==> src/rtl/pla_stim_pkg.sv <==
// Shared types and constants for the PLA stimulus generator.
package pla_stim_pkg;

  typedef enum logic [1:0] {
    IDLE,
    RUN,
    FIN
  } state_t;

  localparam int W_DEF     = 16;
  localparam int CNT_W_DEF = 17;

  // Taps at bits 15,13,12,10: x^16 + x^14 + x^13 + x^11 + 1
  localparam logic [15:0] LFSR_TAPS     = 16'hB400;
  localparam logic [15:0] LFSR_ZERO_SUB = 16'h0001;

endpackage

==> src/rtl/pla_stim_next.sv <==
// Next-vector function: increment (mode 0) or one Fibonacci LFSR step (mode 1).
module pla_stim_next
  import pla_stim_pkg::*;
#(
  parameter int W = W_DEF
) (
  input  logic         mode_i,
  input  logic [W-1:0] x_i,
  output logic [W-1:0] x_next_o
);

  logic fb;

  assign fb       = ^(x_i & W'(LFSR_TAPS));
  assign x_next_o = mode_i ? {x_i[W-2:0], fb} : x_i + W'(1);

endmodule

==> src/rtl/pla_stim_gen.sv <==
// Emits num_vec vectors (up-count or LFSR) over valid/ready, then a one-cycle done.
// Define PLA_STIM_ABORT_EN to add an abort input that cancels a running sequence.
module pla_stim_gen
  import pla_stim_pkg::*;
#(
  parameter int W     = W_DEF,
  parameter int CNT_W = CNT_W_DEF
) (
  input  logic             clk,
  input  logic             rst_n,
  input  logic             start,
  input  logic             mode,
  input  logic [W-1:0]     seed,
  input  logic [CNT_W-1:0] num_vec,
`ifdef PLA_STIM_ABORT_EN
  input  logic             abort,
`endif
  output logic [W-1:0]     x,
  output logic             out_valid,
  input  logic             out_ready,
  output logic             busy,
  output logic             done
);

  state_t           state_q;
  logic [W-1:0]     x_q;
  logic [W-1:0]     x_d;
  logic [CNT_W-1:0] cnt_q;
  logic             mode_q;
  logic             out_valid_q;
  logic             busy_q;
  logic             done_q;

  pla_stim_next #(.W(W)) u_next (
    .mode_i   (mode_q),
    .x_i      (x_q),
    .x_next_o (x_d)
  );

  // All outputs are registered, so out_ready never reaches out_valid or x combinationally.
  always_ff @(posedge clk or negedge rst_n) begin
    if (!rst_n) begin
      state_q     <= IDLE;
      x_q         <= '0;
      cnt_q       <= '0;
      mode_q      <= 1'b0;
      out_valid_q <= 1'b0;
      busy_q      <= 1'b0;
      done_q      <= 1'b0;
    end else begin
      done_q <= 1'b0;
      case (state_q)
        IDLE: begin
          if (start) begin
            mode_q <= mode;
            x_q    <= (mode && seed == '0) ? W'(LFSR_ZERO_SUB) : seed;
            cnt_q  <= num_vec;
            busy_q <= 1'b1;
            if (num_vec == '0) begin
              state_q <= FIN;
              done_q  <= 1'b1;
            end else begin
              state_q     <= RUN;
              out_valid_q <= 1'b1;
            end
          end
        end
        RUN: begin
`ifdef PLA_STIM_ABORT_EN
          if (abort) begin
            state_q     <= IDLE;
            out_valid_q <= 1'b0;
            busy_q      <= 1'b0;
          end else
`endif
          if (out_ready) begin
            x_q   <= x_d;
            cnt_q <= cnt_q - CNT_W'(1);
            if (cnt_q == CNT_W'(1)) begin
              state_q     <= FIN;
              out_valid_q <= 1'b0;
              done_q      <= 1'b1;
            end
          end
        end
        FIN: begin
          state_q <= IDLE;
          busy_q  <= 1'b0;
        end
        default: begin
          state_q     <= IDLE;
          out_valid_q <= 1'b0;
          busy_q      <= 1'b0;
        end
      endcase
    end
  end

  assign x         = x_q;
  assign out_valid = out_valid_q;
  assign busy      = busy_q;
  assign done      = done_q;

endmodule

==> config.mk <==
export PLATFORM = sky130hd
export DESIGN_NAME = pla_stim_gen
export DESIGN_NICKNAME = d
export VERILOG_FILES = /design/src/rtl/pla_stim_pkg.sv /design/src/rtl/pla_stim_next.sv /design/src/rtl/pla_stim_gen.sv
export SDC_FILE = /design/constraint.sdc
export NUM_CORES = 1
export LEC_CHECK = 0
export ABC_AREA = 1
export CAP_MARGIN = 40
export CORE_MARGIN = 2
export CORE_UTILIZATION = 40
export DETAILED_ROUTE_END_ITERATION = 12
export MAX_ROUTING_LAYER = met4
export PLACE_DENSITY = 0.62
export SETUP_SLACK_MARGIN = 0.02
export SYNTH_ARGS = -nofsm -noshare
export SYNTH_HDL_FRONTEND = slang
export SYNTH_SLANG_ARGS = --single-unit
==> constraint.sdc <==
create_clock -name clk -period 3.4 [get_ports clk]
set_clock_uncertainty 0.2 [all_clocks]
set_input_delay 0.68 -clock clk [delete_from_list [all_inputs] [get_ports clk]]
set_output_delay 0.68 -clock clk [all_outputs]
set_load 0.01 [all_outputs]
## Yosys cells after proc, flatten, opt, wreduce, memory -nomap -nowiden

Index checks and enable logic that the tools add are counted.

| operators by class | value |
|---|---|
| add/sub/neg operators | 2 |
| equality and inequality tests | 7 |
| muxes and demuxes | 25 |
| bitwise operators | 2 |
| reduce and logical (&&, ||, !) cells | 11 |

Operators by type and width:

| operator | count |
|---|---|
| $mux 16 | 4 |
| $mux 17 | 2 |
| $pmux 17 s2 | 1 |
| $pmux 16 s2 | 1 |
| $eq 17x1->1 const B | 1 |
| $logic_not 17->1 | 1 |
| $sub 17x1->17 const B | 1 |
| $add 16x1->16 const B | 1 |
| $logic_not 16->1 | 1 |
| $reduce_xor 16->1 | 1 |
| $mux 1 | 9 |
| $mux 2 | 4 |
| $ne 2x2->1 const B | 4 |
| $reduce_and 3->1 | 2 |
| $reduce_and 5->1 | 1 |
| $pmux 1 s2 | 2 |
| $pmux 2 s2 | 1 |
| $reduce_and 2->1 | 2 |
| $pmux 1 s3 | 1 |
| $eq 2x1->1 const B | 1 |
| $eq 2x2->1 const B | 1 |
| $logic_not 2->1 | 1 |
| $not 1->1 | 2 |
| $reduce_bool 2->1 | 1 |
| $logic_and 1x1->1 | 1 |

| word-level totals | value |
|---|---|
| register bits after elaboration | 39 |
| input bits | 38 |
| output and inout port bits | 19 |
| word-level logic and storage cells | 54 |

## Logic depth before layout (Yosys ltp)

Gate-level depths: netlist of the first run.

| depth | value |
|---|---|
| depth after elaboration | 5 |
| gate-level depth with buffers | 11 |

## Modules after synthesis

From an unflattened synthesis of the first run, not the netlist that was laid out.

| second synthesis, totals | value |
|---|---|
| cells, all modules | 459 |
| area, all modules | 2926.6 sq um |

By module, submodules not included:

| module | instances | cells each | area an instance (sq um) | sequential area each (sq um) |
|---|---|---|---|---|
| pla_stim_gen | 1 | 337 | 2356.0 | 975.9 |
| pla_stim_next | 1 | 122 | 570.5 | 0.0 |

## Worst setup path before layout of the first run

No wires, ideal clock.

| path | value |
|---|---|
| path type | input port to flip-flop |
| start | input port num_vec[15] |
| end | register out_valid_q, in the netlist out_valid |
| arrival | 1.439 ns |
| required time | 3.135 ns |
| setup slack | 1.697 ns |
| stages on the path | 8 |
| path through | or2_2 nor2_1 nand3_1 nand2_1 nand2_1 nand2_1 nand2_1 nand2_1 |

| on the way | value |
|---|---|
| cells in the longest elaborated chain, start to end | 3 |

Ends and longest elaborated chain:

| element | RTL line | source |
|---|---|---|
| start: declaration | pla_stim_gen.sv:14 | `input logic [CNT_W-1:0] num_vec,` |
| $logic_not 17->1 | pla_stim_gen.sv:59 | `if (num_vec == '0) begin` |
| $ne 2x2->1 (no line) | - |  |
| $reduce_and 5->1 (no line) | - |  |
| end signal: assignment | pla_stim_gen.sv:64 | `out_valid_q <= 1'b1;` |
| end signal: assignment | pla_stim_gen.sv:81 | `out_valid_q <= 1'b0;` |
| end signal: assignment | pla_stim_gen.sv:92 | `out_valid_q <= 1'b0;` |
| end: declaration | pla_stim_gen.sv:30 | `logic out_valid_q;` |

No other way between the ends.
A chain may end at the register's enable or synchronous reset.

## Worst setup path after layout of the first run

| path | value |
|---|---|
| start | register state_q[1] |
| end | register cnt_q[9] |

| on the way | value |
|---|---|
| cells in the longest elaborated chain, start to end | 3 |

Ends and longest elaborated chain:

| element | RTL line | source |
|---|---|---|
| start: declaration | pla_stim_gen.sv:25 | `state_t state_q;` |
| start signal: assignment | pla_stim_gen.sv:43 | `state_q <= IDLE;` |
| start signal: assignment | pla_stim_gen.sv:60 | `state_q <= FIN;` |
| start signal: assignment | pla_stim_gen.sv:63 | `state_q <= RUN;` |
| $eq 2x1->1 / $logic_not 2->1 (equally long branches) | pla_stim_gen.sv:52 | `case (state_q)` |
| $ne 2x2->1 (no line) / $reduce_bool 2->1 (equally long branches) | - |  |
| $reduce_and 3->1 (no line) | - |  |
| end signal: assignment | pla_stim_gen.sv:57 | `cnt_q <= num_vec;` |
| end signal: assignment | pla_stim_gen.sv:78 | `cnt_q <= cnt_q - CNT_W'(1);` |
| end: declaration | pla_stim_gen.sv:28 | `logic [CNT_W-1:0] cnt_q;` |

Parallel ways exist; a longest one is shown, timed or not.

==> results of run 1 <==
## final timing paths
kind,start,to,slack [ns],cells past startpoint
min reg2reg,state_q[1],done,0.26,1
max,state_q[1],cnt_q[9],0.93,9
min,rst_n,x[4],0.03,1
max reg2reg,state_q[1],cnt_q[9],0.93,9
max in group asynchronous,rst_n,out_valid,2.52,2
min in group clk,state_q[1],done,0.26,1
## worst max-delay path: cells and delay by family (launching register included)
kind / cells / cell delay (ns)
buffers and inverters: 3 / 0.78
AO/OA/AOI/OAI: 2 / 0.16
AND/OR/NAND/NOR: 4 / 0.80
flip-flops: 1 / 0.39
## where the power goes
part           internal [uW]  switching (uW)  leakage [uW]
clock network            144             169     0.0000422
registers                696             323      0.000457
logic                    772            1230       0.00125
## through the flow
stage | instances | instance area (um2)
finish | 616 | 3711
global route | 616 | 3711
detailed placement | 608 | 3630
floorplan | 468 | 3053
global placement | 607 | 3610
CTS | 616 | 3711
## cells in the mapped netlist, types with 4 or more instances
cell type                 count  area, um2
sky130_fd_sc_hd__xor2_1       7      61.31
sky130_fd_sc_hd__dfrtp_1     39      975.9
sky130_fd_sc_hd__o22ai_1      4      25.02
sky130_fd_sc_hd__nand2_4      4      45.04
sky130_fd_sc_hd__a31oi_1      4      25.02
sky130_fd_sc_hd__nor3_1       4      20.02
sky130_fd_sc_hd__nand4_1      7      43.79
sky130_fd_sc_hd__nor2_2       8      50.05
sky130_fd_sc_hd__nand3_1     30      150.1
sky130_fd_sc_hd__buf_2        7      35.03
sky130_fd_sc_hd__nor2_4       4      45.04
sky130_fd_sc_hd__o21ai_1     12      60.06
sky130_fd_sc_hd__buf_6        7      78.83
sky130_fd_sc_hd__o21ai_0     32      160.2
sky130_fd_sc_hd__nor2_1      72      270.3
sky130_fd_sc_hd__inv_1       51      191.4
sky130_fd_sc_hd__ha_1         4      50.05
sky130_fd_sc_hd__a21oi_1     34      170.2
sky130_fd_sc_hd__nand2_1    116      435.4
## flip-flops by register name (all words and copies together), names as in the netlist
register,flops
cnt_q,17
x,16
state_q,2
busy,1
done,1
mode_q,1
out_valid,1
## per-layer routing
layer	vias up	global-route usage	share of wire
met3	9	0.02739	0.035
met5	-	-	0
met4	0	0.06061	0.013
met2	75	0.3759	0.52
li1	1601	-	-
met1	1431	0.2460	0.43
## layout make-up
type	count	area, um2	share of cell area
Inverter	54	205.2	0.05529
Sequential cell	39	975.9	0.2630
Tap cell	99	123.9	0.03338
Multi-Input combinational cell	358	1742	0.4693
Clock inverter	1	5.005	0.001349
Timing Repair Buffer	58	583.1	0.1571
Clock buffer	7	76.32	0.02057
## layout by cell type (no fill, tap or decap), types with 2 or more instances in the layout
cell,instances
sky130_fd_sc_hd__a21oi_1,34
sky130_fd_sc_hd__inv_2,2
sky130_fd_sc_hd__o22ai_1,4
sky130_fd_sc_hd__o211ai_1,2
sky130_fd_sc_hd__nand2_4,4
sky130_fd_sc_hd__a21oi_2,3
sky130_fd_sc_hd__nor2_4,4
sky130_fd_sc_hd__nand4_1,7
sky130_fd_sc_hd__clkbuf_8,5
sky130_fd_sc_hd__inv_1,51
sky130_fd_sc_hd__nor2_1,72
sky130_fd_sc_hd__o21ai_0,32
sky130_fd_sc_hd__a31oi_1,4
sky130_fd_sc_hd__dfrtp_1,39
sky130_fd_sc_hd__nand3_1,30
sky130_fd_sc_hd__nor2_2,8
sky130_fd_sc_hd__clkdlybuf4s50_1,55
sky130_fd_sc_hd__o21ai_1,12
sky130_fd_sc_hd__nand2_1,116
sky130_fd_sc_hd__xor2_1,7
sky130_fd_sc_hd__clkbuf_1,2
sky130_fd_sc_hd__ha_1,4
sky130_fd_sc_hd__nor3_1,4
sky130_fd_sc_hd__nand2_2,3
## cells by family (layout without fill, tap and decap cells)
kind of cell | count (synthesis) | after routing | share of synthesized area
flip-flops | 39 | 39 | 0.3197
XOR/XNOR | 8 | 8 | 0.02295
adder cells (fa/ha/maj) | 4 | 4 | 0.01639
AND/OR/NAND/NOR | 253 | 253 | 0.3684
buffers and inverters | 71 | 120 | 0.1098
AO/OA/AOI/OAI | 93 | 93 | 0.1627
==> impl_metrics.py, run 1 <==
metrics = {
    "outcome": {
        "outcome": "complete, no violations",
    },
    "die": {
        "row_count": 31,
        "fp.dieW_um": 91.37,
        "start_util": 0.4165,
        "die_h_um": 91.37,
        "top_level_ports": 57,
        "core_area_um2": 7331,
        "dieArea_um2": 8348,
    },
    "synthesis": {
        "count_of_flip_flops_with_a_built_in_enable_after_synthesis": 0,
        "count_of_different_cell_masters_after_synthesis": 35,
        "syn_area_um2": 3053,
        "synth-seq-area-share": 0.3197,
        "synth.ff_latch_count": 39,
        "main_flop_type_after_synthesis": "sky130_fd_sc_hd__dfrtp_1",
        "post_synth_inst_count": 468,
        "synthArstFlopShare": 1.000,
        "synth.yosys.warnings": 0,
        "syn_area_per_cell_um2": 6.523,
        "postSynthNetCount": 510,
    },
    "clocking": {
        "cts_post_setup_buffers_inserted": 0,
        "cts-buffers-inserted": 5,
        "depth_of_the_cts_h_tree": 2,
        "cts_tree": "yes",
        "postCtsHoldBufs": 0,
        "insertion_delay_ns": 0.29,
        "clkTransAtPathRegs_ns": 0.08,
        "cts_buffer_depth": 2,
        "clock_tree_root": "sky130_fd_sc_hd__clkbuf_8",
        "cts_resized": 0,
        "cts_sinks": 39,
    },
    "global_route": {
        "antenna_found_initial": 0,
        "largest_net_degree_at_the_start_of_global_routing": 43,
        "grt_pass1_vias": 3030,
        "gr-usage-all-layers": 0.2100,
        "gr-total-overflow": 0,
        "wire_length_of_the_first_global_routing_pass_um": 13930,
    },
    "finish": {
        "utilization": 0.5062,
        "syn_to_final_growth_pct": 21.56,
        "antennaDiodeCount": 0,
        "nFillCells": 750,
        "finalNetCount": 558,
        "fraction_of_final_layout_cells_with_drive_strength_greater_than_1": 0.07157,
    },
    "worst_setup_path": {
        "worst_path_cell_chain": "inv_2 > nand2_4 > inv_4 > nand2_2 > nand2_4 > buf_4 > o21ai_0 > nand2_1 > o21ai_1",
        "worst-path-max-fanout": 42,
        "critPathRequiredTime_ns": 3.38,
        "critical_path.startpoint_type": "flip-flop",
        "worst_ep_arrival_time_ns": 2.45,
        "critPathMostFrequentCell": "sky130_fd_sc_hd__nand2_4",
        "critPathSlowestCell": "sky130_fd_sc_hd__dfrtp_1",
        "max_stage_delay_ns": 0.39,
        "timing_worst_setup_path_type": "reg -> reg",
        "cp-end-kind": "flip-flop",
    },
    "pwr": {
        "power_density_relative_to_cell_area_nw_per_um2": 897.1,
        "leakage_uw": 0.001748,
        "peak_supply_drop_v": 0.0002977,
        "power.total_uw": 3329,
    },
    "sta": {
        "hold-worst-slack_ns": 0.02866,
        "worst-slew-pin-transition_ns": 0.6515,
        "totalNegativeSetupSlack_ns": 0,
        "period_needed_ns": 2.474,
        "layout_worst_path_cycle_share": 0.7277,
        "slew_headroom": 0.5657,
        "setup_viol": 0,
        "final_hold_viol_count": 0,
        "layout_setup_ws_ns": 0.9257,
        "timing.fmax_mhz": 404.2,
        "report.final.slew_viol_count": 0,
        "grt_setup_unrepaired": "no",
    },
    "drt": {
        "wl_um": 8312,
        "ant_nets": 0,
        "num_vias": 3116,
        "initialDrtViolationCount": 123,
        "via_density": 5.058,
        "detail_route.wl_per_cell_um": 13.49,
        "firstDrtPassIters": 4,
        "remaining_drc_errors": 0,
    },
    "place": {
        "post_place_worst_slack_ns": 0.8476,
        "dp_hpwl_um": 6130,
        "port-buffer-count": 56,
        "place_congestion": 0.9152,
    },
    "flow_run": {
        "drv_cap": 0,
    },
    "min_path": {
        "hold_path_class": "in -> async",
    },
}
Note: power is estimated with default switching activity, not from simulation.
==> run 2, diff against run 1 <==
Settings changed: PLACE_DENSITY 0.62 to 0.64.
Clock period 3.4 ns to 2.1 ns, I/O delays scaled along.
==> run 2 against run 1 <==
Final area increased by 2.9%. Flip-flop and latch count did not move. First-iteration DRC count is 13% lower. Wire length grew 1.1%. Non-clock buffer count grew 10. Via count up 2.2%. Clock power increased by 84%. Combinational power increased by 75%. Count of clock-buffer cells in the layout up 1. Power increased by 70%. Sequential share of layout area is 0.75 points lower. Register-to-register slack worse by 0.68 ns.
==> impl_metrics.py, run 2 (synthesis gave the netlist of run 1 again) <==
metrics = {
    "min_path": {
        "hold_path_class": "reg -> reg",
    },
    "sta": {
        "period_needed_ns": 1.955,
        "report.final.slew_viol_count": 0,
        "worst-slew-pin-transition_ns": 0.5697,
        "layout_worst_path_cycle_share": 0.9309,
        "totalNegativeSetupSlack_ns": 0,
        "grt_setup_unrepaired": "no",
        "timing.fmax_mhz": 511.6,
        "setup_viol": 0,
        "final_hold_viol_count": 0,
        "slew_headroom": 0.6202,
    },
    "die": {
        "core_area_um2": 7331,
        "top_level_ports": 57,
        "start_util": 0.4165,
        "dieArea_um2": 8348,
        "die_h_um": 91.37,
        "fp.dieW_um": 91.37,
        "row_count": 31,
    },
    "worst_setup_path": {
        "worst_ep_arrival_time_ns": 1.33,
        "r2r_slack_ns": 0.25,
        "critPathRequiredTime_ns": 1.48,
        "timing_worst_setup_path_type": "reg -> out",
        "worst-r2r-cell-count": 7,
        "cp-end-kind": "output pin",
        "cp-endpoint": "x[12]",
        "critical_path.n_buffers_inverters": 1,
        "depth_of_the_critical_timing_path_with_buffers_and_inverters_included": 1,
        "worstSetupStartpoint": "x[12]",
        "startpoint_of_the_worst_slack_reg_to_reg_timing_path": "cnt_q[0]",
        "critPathSlowestCell": "sky130_fd_sc_hd__clkdlybuf4s50_1",
        "worst-path-max-fanout": 6,
        "critical_path.startpoint_type": "flip-flop",
        "max_stage_delay_ns": 0.58,
        "worst_path_cell_chain": "clkdlybuf4s50_1",
        "worst_r2r_endpoint": "cnt_q[2]",
        "timing.critical_path.max_delay_family": "buffers and inverters",
    },
    "outcome": {
        "outcome": "complete, no violations",
    },
    "clocking": {
        "cts_tree": "yes",
        "cts_buffer_depth": 2,
        "clkTransAtPathRegs_ns": 0.08,
        "cts_resized": 0,
        "cts-buffers-inserted": 5,
        "cts_post_setup_buffers_inserted": 0,
        "clock_tree_root": "sky130_fd_sc_hd__clkbuf_8",
        "depth_of_the_cts_h_tree": 2,
        "cts_sinks": 39,
        "insertion_delay_ns": 0.29,
    },
    "drt": {
        "initialDrtViolationCount": 107,
        "ant_nets": 0,
        "num_vias": 3185,
        "remaining_drc_errors": 0,
        "wl_um": 8406,
        "detail_route.wl_per_cell_um": 13.43,
        "firstDrtPassIters": 4,
        "via_density": 5.088,
    },
    "place": {
        "dp_hpwl_um": 6298,
        "postPlaceCellArea_um2": 3710,
        "port-buffer-count": 56,
        "place_congestion": 0.9155,
    },
    "global_route": {
        "wire_length_of_the_first_global_routing_pass_um": 13890,
        "gr-total-overflow": 0,
        "gr-usage-all-layers": 0.2096,
        "grt_pass1_vias": 3014,
        "antenna_found_initial": 0,
        "largest_net_degree_at_the_start_of_global_routing": 33,
    },
    "flow_run": {
        "drv_cap": 0,
    },
    "finish": {
        "fraction_of_final_layout_cells_with_drive_strength_greater_than_1": 0.08918,
        "largest-register": "cnt_q",
        "nFillCells": 763,
        "final_cell_mix": "116 x sky130_fd_sc_hd__nand2_1, 72 x sky130_fd_sc_hd__nor2_1, 55 x sky130_fd_sc_hd__clkdlybuf4s50_1",
        "fin_area_um2": 3820,
        "max_ffs_per_register": 17,
        "most_common_cell_after_layout_fill_and_taps_aside": "sky130_fd_sc_hd__nand2_1",
        "antennaDiodeCount": 0,
        "final-seq-area_um2": 975.9,
        "syn_to_final_growth_pct": 25.12,
        "multi_input_area_um2": 1742,
        "finalNetCount": 568,
    },
    "pwr": {
        "leakage_uw": 0.001808,
        "power_density_relative_to_cell_area_nw_per_um2": 1482,
        "power.total_uw": 5662,
        "peak_supply_drop_v": 0.0005466,
    },
}
-- run 2: how the worst min path moves through the flow --
stage | start | cells past startpoint | slack [ns] | endpoint
after detailed placement | state_q[1] | 1 | 0.24 | done
after floorplan | rst_n | 0 | -0.08 | busy
after CTS | state_q[1] | 1 | 0.25 | done
after global routing | state_q[1] | 1 | 0.27 | done
final | state_q[1] | 1 | 0.26 | done
after global placement | rst_n | 1 | 0.25 | x[3]
-- run 2: cell type report --
type                            count  area share
Inverter                           54     0.05372
Multi-Input combinational cell    358      0.4559
Sequential cell                    39      0.2555
Clock buffer                        8     0.02620
Tap cell                           99     0.03243
Timing Repair Buffer               68      0.1762
-- run 2: report_power, final --
group | leakage, uW | internal [uW] | switching (uW) | total, uW
registers | 0.000457 | 1130 | 467 | 1590
logic | 0.00130 | 1400 | 2090 | 3490
clock network | 0.0000515 | 301 | 277 | 577
-- run 2: metrics by stage --
step                      hold slack, ns  utilization  worst slack [ns]  cells
final                             0.2555       0.5211            0.1452    626
after global routing              0.2721       0.5211           0.07415    626
after CTS                         0.2540       0.5211            0.1368    626
after detailed placement          0.2433       0.5061           0.09019    617
after global placement            0.2510       0.5061            0.1354    617
after floorplan                 -0.07559            -            0.5141    468
-- run 2: timing repair --
item / 4_1_cts / 5_1_grt
hold endpoints to repair: 21 / 0
setup endpoints to repair: 0 / 0
hold buffers: 1 / 0
-- run 2: metal layers --
metal	share of wire	global-route usage	wire [um]
met1	0.43	0.2422	3604
met2	0.52	0.3747	4347
met3	0.042	0.03237	355
met4	0.012	0.06187	99
met5	0	-	0
